$ cat src/rtl/stack_game_ctrl_pkg.sv
// Shared definitions for the stacker game sequencing controller:
// state encoding, board geometry and the initial block bitmap helper.
package stack_game_ctrl_pkg;

   typedef enum logic [2:0] {
      ST_IDLE  = 3'd0,
      ST_MOVE  = 3'd1,
      ST_LOCK  = 3'd2,
      ST_CHECK = 3'd3,
      ST_WIN   = 3'd4,
      ST_LOSE  = 3'd5
   } state_e;

   localparam logic [2:0] LINE_MAX  = 3'd7;
   localparam int         COLS      = 8;
   localparam logic       DIR_LEFT  = 1'b0;
   localparam logic       DIR_RIGHT = 1'b1;

   // Bitmap with the lowest w columns set, i.e. (1 << w) - 1 clipped to the row.
   function automatic logic [COLS-1:0] block_init(input int unsigned w);
      logic [COLS-1:0] m;
      m = '0;
      for (int unsigned i = 0; i < COLS; i++) begin
         if (i < w) begin
            m[i] = 1'b1;
         end else begin
            m[i] = 1'b0;
         end
      end
      return m;
   endfunction

endpackage

$ cat src/rtl/stack_game_ctrl_step_timer.sv
// Step timer for the sliding block: counts enabled cycles and emits a
// single-cycle tick on the last cycle of each period.
// Optional feature macro: STACK_SPEEDUP_EN (period halves every two lines).
module stack_game_ctrl_step_timer
   import stack_game_ctrl_pkg::*;
(
   input  logic        clk,
   input  logic        rst_n,
   input  logic        clr,
   input  logic        en,
`ifdef STACK_SPEEDUP_EN
   input  logic [2:0]  line,
`endif
   input  logic [23:0] period,
   output logic        tick
);

   logic [23:0] cnt_q;
   logic [23:0] cnt_d;
   logic [23:0] eff_period;
   logic [23:0] last_cnt;

   // Effective period for the current line and the terminal count value.
   always_comb begin
`ifdef STACK_SPEEDUP_EN
      eff_period = period >> line[2:1];
`else
      eff_period = period;
`endif
      last_cnt = eff_period - 24'd1;
      tick     = en & (cnt_q == last_cnt);
   end

   // Next count: clear wins, wrap to zero on tick, otherwise count while enabled.
   always_comb begin
      cnt_d = cnt_q;
      if (clr) begin
         cnt_d = 24'd0;
      end else if (tick) begin
         cnt_d = 24'd0;
      end else if (en) begin
         cnt_d = cnt_q + 24'd1;
      end else begin
         cnt_d = cnt_q;
      end
   end

   // Count register with synchronous active-low reset.
   always_ff @(posedge clk) begin
      if (!rst_n) begin
         cnt_q <= 24'd0;
      end else begin
         cnt_q <= cnt_d;
      end
   end

endmodule

$ cat src/rtl/stack_game_ctrl.sv
// Stacker game sequencing controller: slides the active block across the
// 8-column row, locks it on a button press and advances, loses or wins
// based on the comparator's stacked result.
// Optional feature macro: STACK_SPEEDUP_EN (handled inside the step timer).
module stack_game_ctrl
   import stack_game_ctrl_pkg::*;
#(
   parameter int unsigned STEP_DIV = 12_500_000,
   parameter int unsigned BLOCK_W  = 3
)
(
   input  logic       clk,
   input  logic       rst_n,
   input  logic       start,
   input  logic       btn,
   input  logic       stacked,
   output logic [2:0] line_num,
   output logic [7:0] block_loc,
   output logic       game_over,
   output logic       win
);

   localparam logic [COLS-1:0] BLOCK_INIT = block_init(BLOCK_W);
   localparam logic [23:0]     PERIOD     = 24'(STEP_DIV);

   state_e     state_q, state_d;
   logic [2:0] line_q, line_d;
   logic [7:0] block_q, block_d;
   logic       dir_q, dir_d;
   logic       btn_q, btn_d;
   logic       game_over_q, game_over_d;
   logic       win_q, win_d;

   logic       press;
   logic       tick;
   logic       timer_clr;
   logic       timer_en;

   // Rising-edge detect and timer control; the counter only runs in MOVE and
   // restarts from zero whenever MOVE is (re)entered or a press locks the block.
   always_comb begin
      btn_d     = btn;
      press     = btn & ~btn_q;
      timer_en  = (state_q == ST_MOVE);
      timer_clr = (state_q != ST_MOVE) | press;
   end

   stack_game_ctrl_step_timer u_timer (
      .clk    (clk),
      .rst_n  (rst_n),
      .clr    (timer_clr),
      .en     (timer_en),
`ifdef STACK_SPEEDUP_EN
      .line   (line_q),
`endif
      .period (PERIOD),
      .tick   (tick)
   );

   // Next-state, line, block shifter and status flags.
   always_comb begin
      state_d     = state_q;
      line_d      = line_q;
      block_d     = block_q;
      dir_d       = dir_q;
      game_over_d = game_over_q;
      win_d       = win_q;
      case (state_q)
         ST_IDLE, ST_WIN, ST_LOSE: begin
            if (start) begin
               state_d     = ST_MOVE;
               line_d      = 3'd0;
               block_d     = BLOCK_INIT;
               dir_d       = DIR_LEFT;
               game_over_d = 1'b0;
               win_d       = 1'b0;
            end else begin
               state_d = state_q;
            end
         end
         ST_MOVE: begin
            if (press) begin
               // A press freezes the block even if a step is due this cycle.
               state_d = ST_LOCK;
            end else if (tick) begin
               if (dir_q == DIR_LEFT) begin
                  if (!block_q[7]) begin
                     block_d = {block_q[6:0], 1'b0};
                  end else begin
                     dir_d   = DIR_RIGHT;
                     block_d = {1'b0, block_q[7:1]};
                  end
               end else begin
                  if (!block_q[0]) begin
                     block_d = {1'b0, block_q[7:1]};
                  end else begin
                     dir_d   = DIR_LEFT;
                     block_d = {block_q[6:0], 1'b0};
                  end
               end
            end else begin
               state_d = ST_MOVE;
            end
         end
         ST_LOCK: begin
            if (line_q == 3'd0) begin
               // The base line has nothing to compare against; the comparator
               // captures it as the stack and play continues from here.
               state_d = ST_MOVE;
               line_d  = 3'd1;
            end else begin
               state_d = ST_CHECK;
            end
         end
         ST_CHECK: begin
            if (!stacked) begin
               state_d     = ST_LOSE;
               game_over_d = 1'b1;
            end else if (line_q == LINE_MAX) begin
               state_d = ST_WIN;
               win_d   = 1'b1;
            end else begin
               state_d = ST_MOVE;
               line_d  = line_q + 3'd1;
            end
         end
         default: begin
            state_d = ST_IDLE;
         end
      endcase
   end

   // State and datapath registers with synchronous active-low reset.
   always_ff @(posedge clk) begin
      if (!rst_n) begin
         state_q     <= ST_IDLE;
         line_q      <= 3'd0;
         block_q     <= 8'h00;
         dir_q       <= DIR_LEFT;
         btn_q       <= 1'b0;
         game_over_q <= 1'b0;
         win_q       <= 1'b0;
      end else begin
         state_q     <= state_d;
         line_q      <= line_d;
         block_q     <= block_d;
         dir_q       <= dir_d;
         btn_q       <= btn_d;
         game_over_q <= game_over_d;
         win_q       <= win_d;
      end
   end

   assign line_num  = line_q;
   assign block_loc = block_q;
   assign game_over = game_over_q;
   assign win       = win_q;

endmodule

$ cat config.mk
export PLATFORM = sky130hd
export DESIGN_NAME = stack_game_ctrl
export DESIGN_NICKNAME = d
export VERILOG_FILES = /design/src/rtl/stack_game_ctrl_pkg.sv /design/src/rtl/stack_game_ctrl_step_timer.sv /design/src/rtl/stack_game_ctrl.sv
export SDC_FILE = /design/constraint.sdc
export NUM_CORES = 1
export LEC_CHECK = 0
export BUFFER_PORTS_ARGS = -buffer_cell sky130_fd_sc_hd__buf_2
export CAP_MARGIN = 25
export CORE_MARGIN = 2
export CORE_UTILIZATION = 55
export CTS_CLUSTER_SIZE = 12
export DETAILED_ROUTE_END_ITERATION = 8
export PLACE_DENSITY = 0.74
export SYNTH_ARGS = -nofsm -noshare
export SYNTH_HDL_FRONTEND = slang
export SYNTH_SLANG_ARGS = --single-unit
$ cat constraint.sdc
create_clock -name clk -period 4.25 [get_ports clk]
set_input_delay 0.85 -clock clk [delete_from_list [all_inputs] [get_ports clk]]
set_output_delay 0.85 -clock clk [all_outputs]
set_load 0.05 [all_outputs]
# Word-level counts from Yosys, hierarchy flattened
# Cells that the tools add are included.
[word_totals]
register_bits = 42
latch_bits = 0
mem_bits_rw = 0
romBits = 0
inputBits = 5
n_memories = 0
[op_classes]
add_sub_neg = 2
n_mul = 0
div = 0
magnitude_cmp = 0
n_eq_ne = 17
n_shift = 0
mux = 31
bitwise = 5
n_reduce_logical = 12
[op_table]
columns = ["operator", "n"]
rows = [
  ["8-bit two-way mux", 6],
  ["3-bit two-way mux", 9],
  ["24-bit by 1-bit adder with 24-bit output, second input constant", 1],
  ["24-bit equality test, second input constant", 1],
  ["2-bit inequality test, second input constant", 8],
  ["8-bit case mux with 2 select lines", 1],
  ["3-bit case mux with 4 select lines", 1],
  ["3-bit equality test, second input constant", 3],
  ["1-bit two-way mux", 9],
  ["3-bit case mux with 3 select lines", 1],
  ["4-bit AND reduction", 2],
  ["3-bit by 2-bit equality test with 1-bit output, second input constant", 2],
  ["3-bit logical NOT", 2],
  ["1-bit case mux with 2 select lines", 3],
  ["3-bit OR reduction", 2],
  ["5-bit AND reduction", 1],
  ["2-bit nonzero test", 2],
  ["3-bit by 1-bit adder with 3-bit output, second input constant", 1],
  ["3-bit by 1-bit equality test with 1-bit output, second input constant", 1],
  ["3-bit by 1-bit inequality test with 1-bit output, second input constant", 1],
  ["3-bit inequality test, second input constant", 1],
  ["3-bit AND reduction", 1],
  ["3-bit nonzero test", 1],
  ["1-bit bitwise AND", 2],
  ["4 further kinds", 5],
]

# Depth between registers and ports, before layout
[depth]
word_depth = 5
depth_mapped = 7
mapped_depth_nobuf = 7

# By module
# From an unflattened synthesis, not the netlist that was laid out.
[hier_totals]
hier_cells = 357
hier_area_um2 = 2900.3
[modules_own_cells]
columns = ["mod", "instances", "cells_per_inst", "area_each_um2", "seq_area_each_um2"]
rows = [
  ["stack_game_ctrl_step_timer", 1, 242, 1915.6, 480.5],
  ["stack_game_ctrl", 1, 115, 984.7, 360.3],
]

# Least setup slack after synthesis
# OpenSTA, ideal clock, no wires.
[synth_path]
path_kind = "input to register"
from = "input start"
to = "register block_q[0] (netlist: block_loc[0])"
setup_time_ns = 0.059
arrival_time_ns = 1.941
path_slack_ns = 2.250
stages = 4
n_path_buf = 0
path_cell_list = "or3b_2 > and2b_1 > a21oi_4 > o221a_2"
[synth_between]
elab_chain_len = 2
[synth_rtl]
columns = ["element", "line", "text"]
rows = [
  ["from (decl)", "stack_game_ctrl.sv:14", "input logic start,"],
  ["2-bit inequality test (no source line)", "-", ""],
  ["4-bit AND reduction (no source line)", "-", ""],
  ["to (signal assigned)", "stack_game_ctrl.sv:146", "block_q <= block_d;"],
  ["to (decl)", "stack_game_ctrl.sv:28", "logic [7:0] block_q, block_d;"],
]
# Every way passes these cells.
# A chain may end at the register's enable or synchronous reset.

# Final worst setup path
[layout_path]
from = "register u_timer.cnt_q[8]"
to = "register u_timer.cnt_q[3]"
[layout_between]
elab_chain_len = 3
[layout_rtl]
columns = ["element", "line", "text"]
rows = [
  ["from (decl)", "stack_game_ctrl_step_timer.sv:18", "logic [23:0] cnt_q;"],
  ["from (signal assigned)", "stack_game_ctrl_step_timer.sv:53", "cnt_q <= cnt_d;"],
  ["24-bit equality test", "stack_game_ctrl_step_timer.sv:31", "tick = en & (cnt_q == last_cnt);"],
  ["1-bit bitwise AND", "stack_game_ctrl_step_timer.sv:31", ""],
  ["3-bit OR reduction (no source line)", "-", ""],
]
# Every way passes these cells.

==> results.py <==
metrics = {
    "routing": {
        "drc": 0,
        "dr.first_iter.drc_count": 78,
        "via_per_inst": 5.58,
        "wirelength_mm": 3.66,
        "num_vias": 1623,
        "first_pass_iters": 4,
        "ant_nets": 0,
        "routedWlPerCell_um": 12.6,
    },
    "power_and_ir_drop": {
        "finalPower_mw": 0.767,
        "power_leakage_nw": 0.816,
        "vdd_drop_max_mv": 0.270,
        "power.density_mw_per_mm2": 336,
    },
    "synthesis": {
        "avgSynthCellArea_um2": 9.13,
        "synth.distinct_cells": 46,
        "yosysMostFrequentCell": "dfxtp_1",
        "synth_enable_flop_cells": 0,
        "syn_nets": 236,
        "syn_inst": 227,
        "syn-cell-area_mm2": 0.00207,
        "ys_warn_count": 0,
        "seq_area_frac_synth": 0.406,
        "yosysTopAreaCellShare": 0.406,
        "synth.ff_latch_count": 42,
        "ys.flop_type": "dfxtp_1",
        "synthArstFlopShare": 0,
        "ys_top_cells_by_area": "dfxtp_1, nor2_1, xor2_1, nand4_1, nand2_1",
        "synth_commonest_cells": "dfxtp_1, nor2_1, nand2_1, xor2_1, nand4_1",
        "yosys.area.top_type": "dfxtp_1",
    },
    "layout": {
        "antenna_cells": 0,
        "ff_latch_area_um2": 841,
        "utilization": 0.627,
        "post-route-cell-area_mm2": 0.00228,
        "drive_gt1_frac": 0.177,
        "fin_nets": 251,
        "multiInputGateArea_mm2": 0.00116,
        "n_fill_cell": 343,
        "syn2layout_area_growth_pct": 10.0,
    },
    "critical_path": {
        "cp-end-kind": "flop",
        "path_cells": "or4_4 -> nor4_4 -> nand2_2 -> nand3_1 -> nor2_1",
        "worst_path_dominant_cell_family": "simple AND/OR/NAND/NOR gates",
        "cp.arrival_ns": 2.46,
        "crit_fanout": 24,
        "r2r-start": "u_timer.cnt_q[8]",
        "worst_path_largest_cell_delay_ns": 0.62,
        "crit_slowest_cell": "nand3_1",
        "crit_required_ns": 4.40,
        "critical_path_class": "reg -> reg",
        "critPathBufInv": 0,
        "startpoint_type": "flop",
        "critical_path.startpoint": "u_timer.cnt_q[8]",
    },
    "timing": {
        "setup_viol": 0,
        "fin_skew_ns": 0.00440,
        "fin_crit_sh": 0.543,
        "tns_ns": 0,
        "rsz0062_at_grt": "false",
        "timing.fmax_ghz": 0.434,
        "slew_viol_final": 0,
        "worstMarginPinSlew_ns": 0.862,
        "period_needed_ns": 2.31,
        "hold_violations": 0,
        "relSlewSlack": 0.424,
    },
    "placement": {
        "hpwl_mm": 2.57,
        "placed_area_mm2": 0.00217,
        "io_buffers": 17,
        "gpl.final_weighted_congestion": 0.742,
    },
    "cts": {
        "cts_tree": "yes",
        "cts.sinks": 42,
        "htreeDepth": 2,
        "cts_buffers": 5,
        "insertion_delay_ns": 0.30,
        "ctsLongestPathBuffers": 2,
        "post_cts_buffers": 0,
        "cts.clk_slew.worst_paths_ns": 0.07,
        "cts_resized": 0,
        "root_buffer": "clkbuf_8",
        "cts_hold_buf": 0,
    },
    "global_route": {
        "antenna_found_initial": 0,
        "grt_max_degree": 25,
        "grt_pass1_vias": 1468,
        "grt_pass1_wl_mm": 6.42,
        "overflow": 0,
        "grt_usage": 0.194,
    },
    "floorplanning": {
        "die_w_um": 65.4,
        "dieArea_mm2": 0.00427,
        "start_util": 0.570,
        "die_h_um": 65.4,
        "io_pins": 18,
        "rows": 22,
        "core-area_mm2": 0.00363,
    },
    "hold_path": {
        "hp-class": "reg -> reg",
        "min_from": "u_timer.cnt_q[0]",
    },
    "status": {
        "status": "finished clean",
    },
    "run": {
        "cap_violations": 0,
    },
}
[logic make-up after synthesis]
kind of cell | after synthesis | share of synthesized area
buffers and inverters | 14 | 0.0320
XOR/XNOR | 22 | 0.0930
flip-flops | 42 | 0.406
AO/OA/AOI/OAI | 24 | 0.0894
multiplexers | 10 | 0.0513
AND/OR/NAND/NOR | 111 | 0.304
adder cells (fa/ha/maj) | 4 | 0.0242
[stage by stage]
stage | setup WS [ns] | std cells | hold WS [ns]
3_5_place_dp | 1.91 | 283 | 0.438
2_1_floorplan | 2.25 | 227 | 0.418
4_1_cts | 1.92 | 291 | 0.456
6_report | 1.94 | 291 | 0.453
3_3_place_gp | 1.94 | 283 | 0.433
5_1_grt | 1.72 | 291 | 0.488
[path summary, 6_finish.rpt]
kind / end / slack (ns) / cells past startpoint
min: u_timer.cnt_q[0] / 0.45 / 1
min reg2reg: u_timer.cnt_q[0] / 0.45 / 1
max: u_timer.cnt_q[3] / 1.94 / 5
max reg2reg: u_timer.cnt_q[3] / 1.94 / 5
[cells in the final DEF (no fill, tap or decap), drive strengths merged, types with 8 or more instances in the layout]
master	n
xnor2	8
dfxtp	42
clkbuf	8
xor2	14
buf	17
nand4	13
a21oi	8
nor2	33
nand3	11
nand2	21
[report_power, final]
group,switching (mW),internal [mW],leakage (nW)
clock network,0.135,0.164,0.0575
logic,0.0388,0.0212,0.418
registers,0.00798,0.399,0.340
total,0.182,0.584,0.816
[routing by layer]
metal	GRT usage	wire length [um]	up-vias
li1	-	-	829
met1	0.246	1810	764
met2	0.311	1660	23
met3	0.0428	119	7
met4	0.0964	75	0
met5	0	0	-
[area by class of cell]
type | instances | area share
Sequential cell | 42 | 0.369
Timing Repair Buffer | 17 | 0.0373
Multi-Input combinational cell | 171 | 0.511
Inverter | 5 | 0.00823
Tap cell | 48 | 0.0263
Clock buffer | 8 | 0.0483
[registers in the layout, summed over array words and instances (netlist names)]
register / count
line_num: 3
block_loc: 8
dir_q: 1
win: 1
state_q: 3
game_over: 1
btn_q: 1
u_timer.cnt_q: 24
No activity file was read; power rests on OpenSTA's default activity.
